## src/rtl/instr_sequencer.sv

```systemverilog
// Purpose: multi-cycle instruction sequencer stepping FETCH..JUMP by path class, with stage timeout and illegal-class detection.
// Latency: one cycle minimum per stage; a stage exits on the edge its qualified done is sampled high.
// Backpressure: each stage waits on its done handshake; a stalled stage faults to HALT after TIMEOUT cycles.
module instr_sequencer #(
    parameter int TIMEOUT = 15
) (
    input  logic        clk,
    input  logic        rst_n,
    input  logic        run,
    input  logic        halt_req,
    input  logic        fetch_done,
    input  logic        decode_done,
    input  logic [3:0]  path_index,
    input  logic        exec_done,
    input  logic        mem_done,
    input  logic        wb_done,
    input  logic        jump_done,
    output logic        fetch_en,
    output logic        decode_en,
    output logic        exec_en,
    output logic        mem_en,
    output logic        wb_en,
    output logic        jump_en,
    output logic        jump,
    output logic [3:0]  path_q,
    output logic [2:0]  state,
    output logic        busy,
    output logic [31:0] instr_count,
    output logic        timeout_err,
    output logic        illegal_err
);

    typedef enum logic [2:0] {
        S_IDLE   = 3'd0,
        S_FETCH  = 3'd1,
        S_DECODE = 3'd2,
        S_EXEC   = 3'd3,
        S_MEM    = 3'd4,
        S_WB     = 3'd5,
        S_JUMP   = 3'd6,
        S_HALT   = 3'd7
    } state_t;

    localparam logic [31:0] TIMER_LAST = 32'(TIMEOUT - 1);

    state_t      state_q;
    state_t      state_d;
    logic [3:0]  path_r;
    logic [31:0] retire_cnt;
    logic [31:0] timer_q;
    logic        tout_r;
    logic        ill_r;

    logic        in_stage;
    logic        stage_done;
    logic        load_path;
    logic        set_ill;
    logic        set_tout;
    logic        retire;

    // Next-state logic: each done is only looked at in its own stage; timeout is the fallback when no done arrives.
    always_comb begin
        state_d    = state_q;
        in_stage   = 1'b0;
        stage_done = 1'b0;
        load_path  = 1'b0;
        set_ill    = 1'b0;
        set_tout   = 1'b0;
        retire     = 1'b0;
        case (state_q)
            S_IDLE: begin
                if (run && !halt_req) state_d = S_FETCH;
            end
            S_FETCH: begin
                in_stage   = 1'b1;
                stage_done = fetch_done;
                if (fetch_done) state_d = S_DECODE;
            end
            S_DECODE: begin
                in_stage   = 1'b1;
                stage_done = decode_done;
                if (decode_done) begin
                    load_path = 1'b1;
                    case (path_index)
                        4'd0, 4'd1, 4'd2, 4'd3: state_d = S_EXEC;
                        4'd5, 4'd8:             state_d = S_JUMP;
                        4'd6:                   state_d = S_WB;
                        4'd15:                  state_d = S_HALT;
                        default: begin
                            state_d = S_HALT;
                            set_ill = 1'b1;
                        end
                    endcase
                end
            end
            S_EXEC: begin
                in_stage   = 1'b1;
                stage_done = exec_done;
                if (exec_done) begin
                    // Only classes 0..3 reach EXEC, so the default arm is class 3.
                    case (path_r)
                        4'd0:       state_d = S_WB;
                        4'd1, 4'd2: state_d = S_MEM;
                        default:    state_d = S_JUMP;
                    endcase
                end
            end
            S_MEM: begin
                in_stage   = 1'b1;
                stage_done = mem_done;
                if (mem_done) state_d = (path_r == 4'd1) ? S_WB : S_JUMP;
            end
            S_WB: begin
                in_stage   = 1'b1;
                stage_done = wb_done;
                if (wb_done) state_d = S_JUMP;
            end
            S_JUMP: begin
                in_stage   = 1'b1;
                stage_done = jump_done;
                if (jump_done) begin
                    retire  = 1'b1;
                    state_d = (run && !halt_req) ? S_FETCH : S_IDLE;
                end
            end
            default: state_d = S_HALT;
        endcase
        // A done on the expiry edge has already chosen a normal transition above.
        if (in_stage && !stage_done && (timer_q == TIMER_LAST)) begin
            state_d  = S_HALT;
            set_tout = 1'b1;
        end
    end

    // State, latched path class, retire counter and sticky error flags.
    always_ff @(posedge clk) begin
        if (!rst_n) begin
            state_q    <= S_IDLE;
            path_r     <= 4'd0;
            retire_cnt <= 32'd0;
            tout_r     <= 1'b0;
            ill_r      <= 1'b0;
        end else begin
            state_q <= state_d;
            if (load_path) path_r <= path_index;
            if (retire) retire_cnt <= retire_cnt + 32'd1;
            if (set_tout) tout_r <= 1'b1;
            if (set_ill) ill_r <= 1'b1;
        end
    end

    // Stage timer restarts on every state change and counts stalled cycles within a stage.
    always_ff @(posedge clk) begin
        if (!rst_n) begin
            timer_q <= 32'd0;
        end else if (state_d != state_q) begin
            timer_q <= 32'd0;
        end else if (in_stage) begin
            timer_q <= timer_q + 32'd1;
        end
    end

    assign fetch_en    = (state_q == S_FETCH);
    assign decode_en   = (state_q == S_DECODE);
    assign exec_en     = (state_q == S_EXEC);
    assign mem_en      = (state_q == S_MEM);
    assign wb_en       = (state_q == S_WB);
    assign jump_en     = (state_q == S_JUMP);
    assign jump        = (state_q == S_JUMP) &&
                         ((path_r == 4'd5) || (path_r == 4'd6) || (path_r == 4'd8));
    assign path_q      = path_r;
    assign state       = state_q;
    assign busy        = (state_q != S_IDLE) && (state_q != S_HALT);
    assign instr_count = retire_cnt;
    assign timeout_err = tout_r;
    assign illegal_err = ill_r;

endmodule
```

## config.mk

```make
export PLATFORM = sky130hd
export DESIGN_NAME = instr_sequencer
export DESIGN_NICKNAME = d
export VERILOG_FILES = /design/src/rtl/instr_sequencer.sv
export SDC_FILE = /design/constraint.sdc
export NUM_CORES = 1
export LEC_CHECK = 0
export BUFFER_PORTS_ARGS = -buffer_cell sky130_fd_sc_hd__buf_4
export CORE_ASPECT_RATIO = 0.8
export CORE_MARGIN = 2
export CORE_UTILIZATION = 60
export DETAILED_ROUTE_END_ITERATION = 10
export GPL_TIMING_DRIVEN = 0
export HOLD_SLACK_MARGIN = 0.1
export PLACE_DENSITY = 0.86
export SYNTH_ARGS = -nofsm -noshare
export SYNTH_HDL_FRONTEND = slang
export SYNTH_SLANG_ARGS = --single-unit
```

## constraint.sdc

```tcl
create_clock -name clk -period 4.4 [get_ports clk]
set_clock_uncertainty 0.05 [all_clocks]
set_input_delay 0.66 -clock clk [delete_from_list [all_inputs] [get_ports clk]]
set_output_delay 0.66 -clock clk [all_outputs]
set_load 0.05 [all_outputs]
```

==> flow_metrics.py, run 1 <==
metrics = {
    "power_and_ir_drop": {
        "power_frac_comb_pct": 12.4,
        "p_leak_nw": 1.67,
        "swShare_pct": 28.2,
        "power.internal_mw": 0.993,
        "peakVddDrop_v": 0.000176,
        "p_sw_mw": 0.391,
        "power_density_nw_per_um2": 316,
        "clock_power_share_pct": 38.6,
        "pwr-share-seq_pct": 48.9,
    },
    "clock_tree": {
        "path_clk_slew_ns": 0.08,
        "clockBufferDepth": 2,
        "ctsHtreeMaxLevel": 3,
        "clk_root_buffer_cell": "clkbuf_8",
        "ctsResizeCount": 0,
        "clock_latency_ns": 0.35,
        "cts_setup_buffers": 0,
        "numCtsBuffers": 9,
        "postCtsHoldBufs": 0,
        "cts.sinks": 73,
        "tritoncts": "built",
    },
    "timing": {
        "slew_viol_final": 0,
        "max_freq_ghz": 0.378,
        "setup_viol": 0,
        "fin_setup_tns_ns": 0,
        "period_needed_ns": 2.64,
        "tightest_slew_ns": 0.795,
        "timing.final.crit_share_pct": 60.1,
        "slew_headroom_pct": 46.5,
        "rsz0062_at_grt": "false",
        "hold_violations": 0,
    },
    "routing": {
        "top_layer": "met4",
        "drt_drc_violations_left": 0,
        "wl_met3_um": 616,
        "wl_met1_mm": 3.86,
        "drt_pass1_iterations": 5,
        "postRouteAntennaNets": 0,
        "via_per_inst": 5.69,
        "wl_per_cell_um": 14.5,
        "wl_mm": 8.70,
        "vias": 3410,
        "wl_met2_mm": 4.06,
        "drt_iter0_drc": 197,
    },
    "floorplan": {
        "die_h_um": 73.4,
        "ios": 63,
        "dieArea_um2": 6650,
        "core_um2": 5850,
        "fp-row-count": 25,
        "start_util_pct": 61.7,
        "fp.dieW_um": 90.7,
    },
    "global_routing": {
        "grt-ovfl-total": 0,
        "grt_pass1_wl_mm": 14.1,
        "grt_pass1_vias": 3168,
        "antenna_found_initial": 0,
        "grt_max_degree": 15,
        "grt_usage_pct": 26.1,
    },
    "placed_design": {
        "place_congestion": 0.928,
        "post-place-cells": 583,
        "io_buffers": 62,
        "hpwl_mm": 6.37,
    },
    "logic_synthesis": {
        "syn_avg_cell_area_um2": 8.20,
        "synth.cell_area_um2": 3610,
        "ys.flop_type": "dfxtp_1",
        "postSynth.asyncResetShare_pct": 0,
        "synthCells": 440,
        "synth_nets": 457,
        "synth_edf_count": 0,
        "synth_seq_cells": 73,
        "netlist-cell-type-count": 42,
        "yosys_warnings": 0,
        "synth-seq-area-share_pct": 40.5,
    },
    "setup_path": {
        "cp_common_cell": "buf_4",
        "cp.arrival_ns": 1.93,
        "crit_slowest_cell": "dfxtp_1",
        "worst_setup_path_start_kind": "flop",
        "r2r_start": "state[1]",
        "path_class": "flop to output pin",
        "crit_chain": "buf_4, buf_2, nor3_1, nor2_1, buf_4",
        "cp-end-kind": "output pin",
        "critPathRequiredTime_ns": 3.69,
        "slowest_delay_ns": 0.43,
        "startpoint": "state[2]",
        "critPathMaxFanout": 10,
    },
    "final_layout": {
        "diodes": 0,
        "nNetsFinal": 530,
        "final_layout_size_suffix_gt1_share_pct": 19.1,
        "nFillCells": 452,
        "synthToLayoutAreaGrowth_pct": 21.3,
        "instances_no_fill": 599,
    },
    "worst_hold_path": {
        "holdCritPathClass": "flop to flop",
        "hold_start": "timeout_err",
    },
    "job": {
        "drv_cap": 0,
    },
    "outcome": {
        "status": "finished, final reports clean",
    },
}
worst max-delay path, delay by kind of cell (launching register included):
kind          cells  cell delay (ns)
buf+inv           3             0.72
simple gates      2             0.43
flops             1             0.43
layer usage:
layer | vias to the layer above | GRT usage [%]
li1 | 1651 | -
met1 | 1605 | 33.7
met2 | 130 | 44.2
met3 | 24 | 5.85
met4 | 0 | 8.21
met5 | - | 0
stage by stage:
stage | hold WS (ns) | setup slack [ns] | util (%) | total power, mW | cell area, um^2
after floorplan | 0.424 | 1.04 | - | 0.808 | 3610
after global placement | 0.409 | 1.75 | 71.4 | 0.857 | 4170
after detailed placement | 0.412 | 1.70 | 71.4 | 0.861 | 4170
after CTS | 0.434 | 1.77 | 74.8 | 1.38 | 4380
after global routing | 0.469 | 1.64 | 74.8 | 1.43 | 4380
final | 0.428 | 1.76 | 74.8 | 1.38 | 4380
cell families (layout without fill, tap and decap cells):
| family | after synthesis | count (layout) | synth area share [%] |
|---|---|---|---|
| adder cells (fa/ha/maj) | 3 | 3 | 1.04 |
| XOR/XNOR | 56 | 56 | 13.6 |
| AND/OR/NAND/NOR | 237 | 237 | 33.2 |
| flip-flops | 73 | 73 | 40.5 |
| buffers and inverters | 27 | 105 | 3.47 |
| AO/OA/AOI/OAI | 37 | 37 | 6.17 |
| multiplexers | 7 | 7 | 1.98 |
layout by cell type, fill, tap and decap left out, types with 4 or more instances in the layout:
| cell | count |
|---|---|
| or3_1 | 5 |
| and2_1 | 7 |
| nand3_1 | 26 |
| o21ai_0 | 10 |
| a21oi_1 | 14 |
| nor4_1 | 7 |
| nor3_1 | 11 |
| xnor2_1 | 27 |
| and4_1 | 8 |
| xor2_1 | 29 |
| clkbuf_1 | 4 |
| buf_2 | 7 |
| nor2_1 | 85 |
| nand4_1 | 15 |
| clkbuf_8 | 9 |
| nand2_1 | 36 |
| mux2i_1 | 6 |
| buf_4 | 66 |
| inv_1 | 11 |
| and3_1 | 14 |
| nor2b_1 | 5 |
| dfxtp_1 | 73 |
cell type report:
| type | instances | area [um^2] | area share [%] |
|---|---|---|---|
| clock buffer | 9 | 124 | 2.83 |
| buffer | 16 | 83.8 | 1.92 |
| inverter | 11 | 41.3 | 0.943 |
| clock inverter | 7 | 78.8 | 1.80 |
| timing repair buffer | 62 | 465 | 10.6 |
| multi-input combinational | 340 | 2020 | 46.2 |
| tap | 81 | 101 | 2.32 |
| sequential | 73 | 1460 | 33.4 |
registers in the layout, summed over array words and instances (netlist names):
name	count
illegal_err	1
state	3
timeout_err	1
timer_q	32
path_q	4
instr_count	32
final timing paths:
| path | end | slack (ns) | depth (start not counted) |
|---|---|---|---|
| max | busy | 1.76 | 5 |
| min | timeout_err | 0.43 | 2 |
| max reg2reg | timer_q[5] | 1.87 | 9 |
| min reg2reg | timeout_err | 0.43 | 2 |
cell usage after synthesis (5+ instances only):
library cell	count	area, um^2
inv_1	11	41.3
dfxtp_1	73	1460
nand4_1	15	93.8
a21oi_1	14	70.1
nand3_1	26	130
o21ai_0	10	50.1
nor3_1	11	55.1
nor2_1	85	319
nor4_1	7	43.8
and4_1	8	70.1
xor2_1	29	254
and3_1	14	87.6
buf_2	7	35.0
and2_1	7	43.8
mux2i_1	6	60.1
xnor2_1	27	236
nor2b_1	5	31.3
or3_1	5	31.3
nand2_1	36	135
power groups by stage:
stage | registers, mW | clock network, mW | logic, mW
after floorplan | 0.703 | 0 | 0.106
after global placement | 0.692 | 0 | 0.165
after detailed placement | 0.692 | 0 | 0.169
after CTS | 0.677 | 0.536 | 0.170
after global routing | 0.678 | 0.563 | 0.185
final | 0.677 | 0.535 | 0.172
Note: power is estimated with default switching activity, not from simulation.
==> inputs of run 2 (changes only) <==
--- a/config.mk
+++ b/config.mk
@@ -8,11 +8,11 @@
 export BUFFER_PORTS_ARGS = -buffer_cell sky130_fd_sc_hd__buf_4
 export CORE_ASPECT_RATIO = 0.8
 export CORE_MARGIN = 2
-export CORE_UTILIZATION = 60
+export CORE_UTILIZATION = 50
 export DETAILED_ROUTE_END_ITERATION = 10
 export GPL_TIMING_DRIVEN = 0
 export HOLD_SLACK_MARGIN = 0.1
-export PLACE_DENSITY = 0.86
+export PLACE_DENSITY = 0.76
 export SYNTH_ARGS = -nofsm -noshare
 export SYNTH_HDL_FRONTEND = slang
 export SYNTH_SLANG_ARGS = --single-unit
==> constraint.sdc (replaced) <==
create_clock -name clk -period 2.38 [get_ports clk]
set_clock_uncertainty 0.05 [all_clocks]
set_input_delay 0.357 -clock clk [delete_from_list [all_inputs] [get_ports clk]]
set_output_delay 0.357 -clock clk [all_outputs]
set_load 0.05 [all_outputs]
==> flow_metrics.py, run 2 (synthesis gave the netlist of run 1 again) <==
metrics = {
    "timing": {
        "slew_viol_final": 0,
        "hold_violations": 0,
        "slew_headroom_pct": 34.6,
        "tightest_slew_ns": 0.972,
        "fin_ws_ns": -0.119,
        "max_freq_ghz": 0.400,
        "whs_ns": 0.225,
        "timing.final.crit_share_pct": 105,
        "rsz0062_at_grt": "true",
        "period_needed_ns": 2.50,
        "fin_setup_tns_ns": -2.87,
        "setup_viol": 32,
    },
    "routing": {
        "postRouteAntennaNets": 0,
        "vias": 3415,
        "via_per_inst": 5.51,
        "wl_per_cell_um": 15.0,
        "wl_mm": 9.29,
        "drt_iter0_drc": 221,
        "drt_drc_violations_left": 0,
        "wl_met1_mm": 4.24,
        "drt_pass1_iterations": 6,
        "wl_met3_um": 683,
        "wl_met2_mm": 4.25,
        "top_layer": "met4",
    },
    "final_layout": {
        "nNetsFinal": 545,
        "final_layout_size_suffix_gt1_share_pct": 29.1,
        "synthToLayoutAreaGrowth_pct": 33.2,
        "layout_common_cells": "75 x buf_4, 68 x dfxtp_1, 66 x nor2_1, 36 x nand2_1, 29 x xor2_1",
        "postLayoutCellArea_um2": 4800,
        "fin_util_pct": 69.4,
        "instances_no_fill": 620,
        "regArea_um2": 1480,
        "final_common_cell": "buf_4",
        "multi_input_area_um2": 2250,
        "diodes": 0,
        "nFillCells": 540,
    },
    "placed_design": {
        "io_buffers": 62,
        "post_dp_cell_area_um2": 4220,
        "hpwl_mm": 6.23,
        "dp_slack_ns": -0.141,
        "post-place-cells": 589,
        "place_congestion": 0.883,
    },
    "global_routing": {
        "grt-ovfl-total": 0,
        "grt_max_degree": 14,
        "antenna_found_initial": 0,
        "grt_pass1_wl_mm": 14.2,
        "grt_pass1_vias": 3000,
        "grt_usage_pct": 22.1,
    },
    "floorplan": {
        "die_h_um": 80.0,
        "ios": 63,
        "dieArea_um2": 7910,
        "fp-row-count": 27,
        "core_um2": 6930,
        "fp.dieW_um": 99.0,
        "start_util_pct": 52.1,
    },
    "clock_tree": {
        "clock_latency_ns": 0.35,
        "tritoncts": "built",
        "clk_root_buffer_cell": "clkbuf_8",
        "cts.sinks": 73,
        "numCtsBuffers": 9,
        "path_clk_slew_ns": 0.08,
        "clockBufferDepth": 2,
        "ctsHtreeMaxLevel": 3,
    },
    "power_and_ir_drop": {
        "p_leak_nw": 1.80,
        "peakVddDrop_v": 0.000383,
        "p_total_mw": 2.70,
        "power_density_nw_per_um2": 562,
    },
    "outcome": {
        "status": "finished with violations",
        "violations": "setup timing",
    },
    "setup_path": {
        "cp-end-kind": "flop",
        "critPathRequiredTime_ns": 2.61,
        "cp.arrival_ns": 2.73,
        "path_class": "flop to flop",
        "worst_setup_path_start_kind": "flop",
        "critPathMaxFanout": 10,
        "reg2reg_slack_ns": -0.12,
    },
    "worst_hold_path": {
        "holdCritPathClass": "input port to flop",
    },
    "job": {
        "drv_cap": 0,
    },
}
==> run 2: cell count changes in the layout (fill, tap and decap cells not counted), sizes merged <==
cell / change
clkbuf: +2
clkinvlp: +2
clkinv: -2
inv: -1
buf: +14
==> run 2: final timing paths <==
| path | cells past startpoint | start | to |
|---|---|---|---|
| worst max-delay path | 9 | state[0] | timer_q[0] |
| worst max register to register | 9 | state[0] | timer_q[0] |
| worst min register to register | 2 | timeout_err | timeout_err |
| worst min-delay path | 2 | rst_n | instr_count[18] |
==> run 2: critical path, stage by stage, from the launching register on <==
cell and delay, ns:
dfxtp_2 0.39, buf_4 0.19, mux2i_1 0.16, nand2_1 0.11, a211oi_2 0.30, nand2_2 0.10
a211o_1 0.33, a221o_2 0.51, buf_6 0.20, nor2_2 0.08
==> run 2: area by class of cell <==
type,count,share of cell area [%]
Multi-Input combinational cell,340,46.8
Clock buffer,10,2.66
Buffer,16,2.60
Clock inverter,6,1.38
Inverter,11,0.937
Tap cell,87,2.27
Sequential cell,73,30.7
Timing Repair Buffer,77,12.6
==> run 2: report_power, final <==
part	total (mW)	leakage, nW	internal (mW)	switching [mW]
combinational	0.462	1.11	0.188	0.274
clock	0.981	0.0972	0.489	0.492
sequential	1.26	0.591	1.23	0.0230
==> run 2: repair_timing <==
item / in CTS / in global routing
pin swaps: 4 / 40
endpoints found under the setup margin: 33 / 37
setup buffers: 2 / 9
hold buffers: 0 / 0
cloned: 0 / 4
resized for setup: 13 / 56
==> run 2: metal layers <==
metal	GRT usage, %	up-vias
met5	0	-
met4	4.93	0
met3	7.01	11
met2	34.0	107
met1	30.6	1611
li1	-	1686
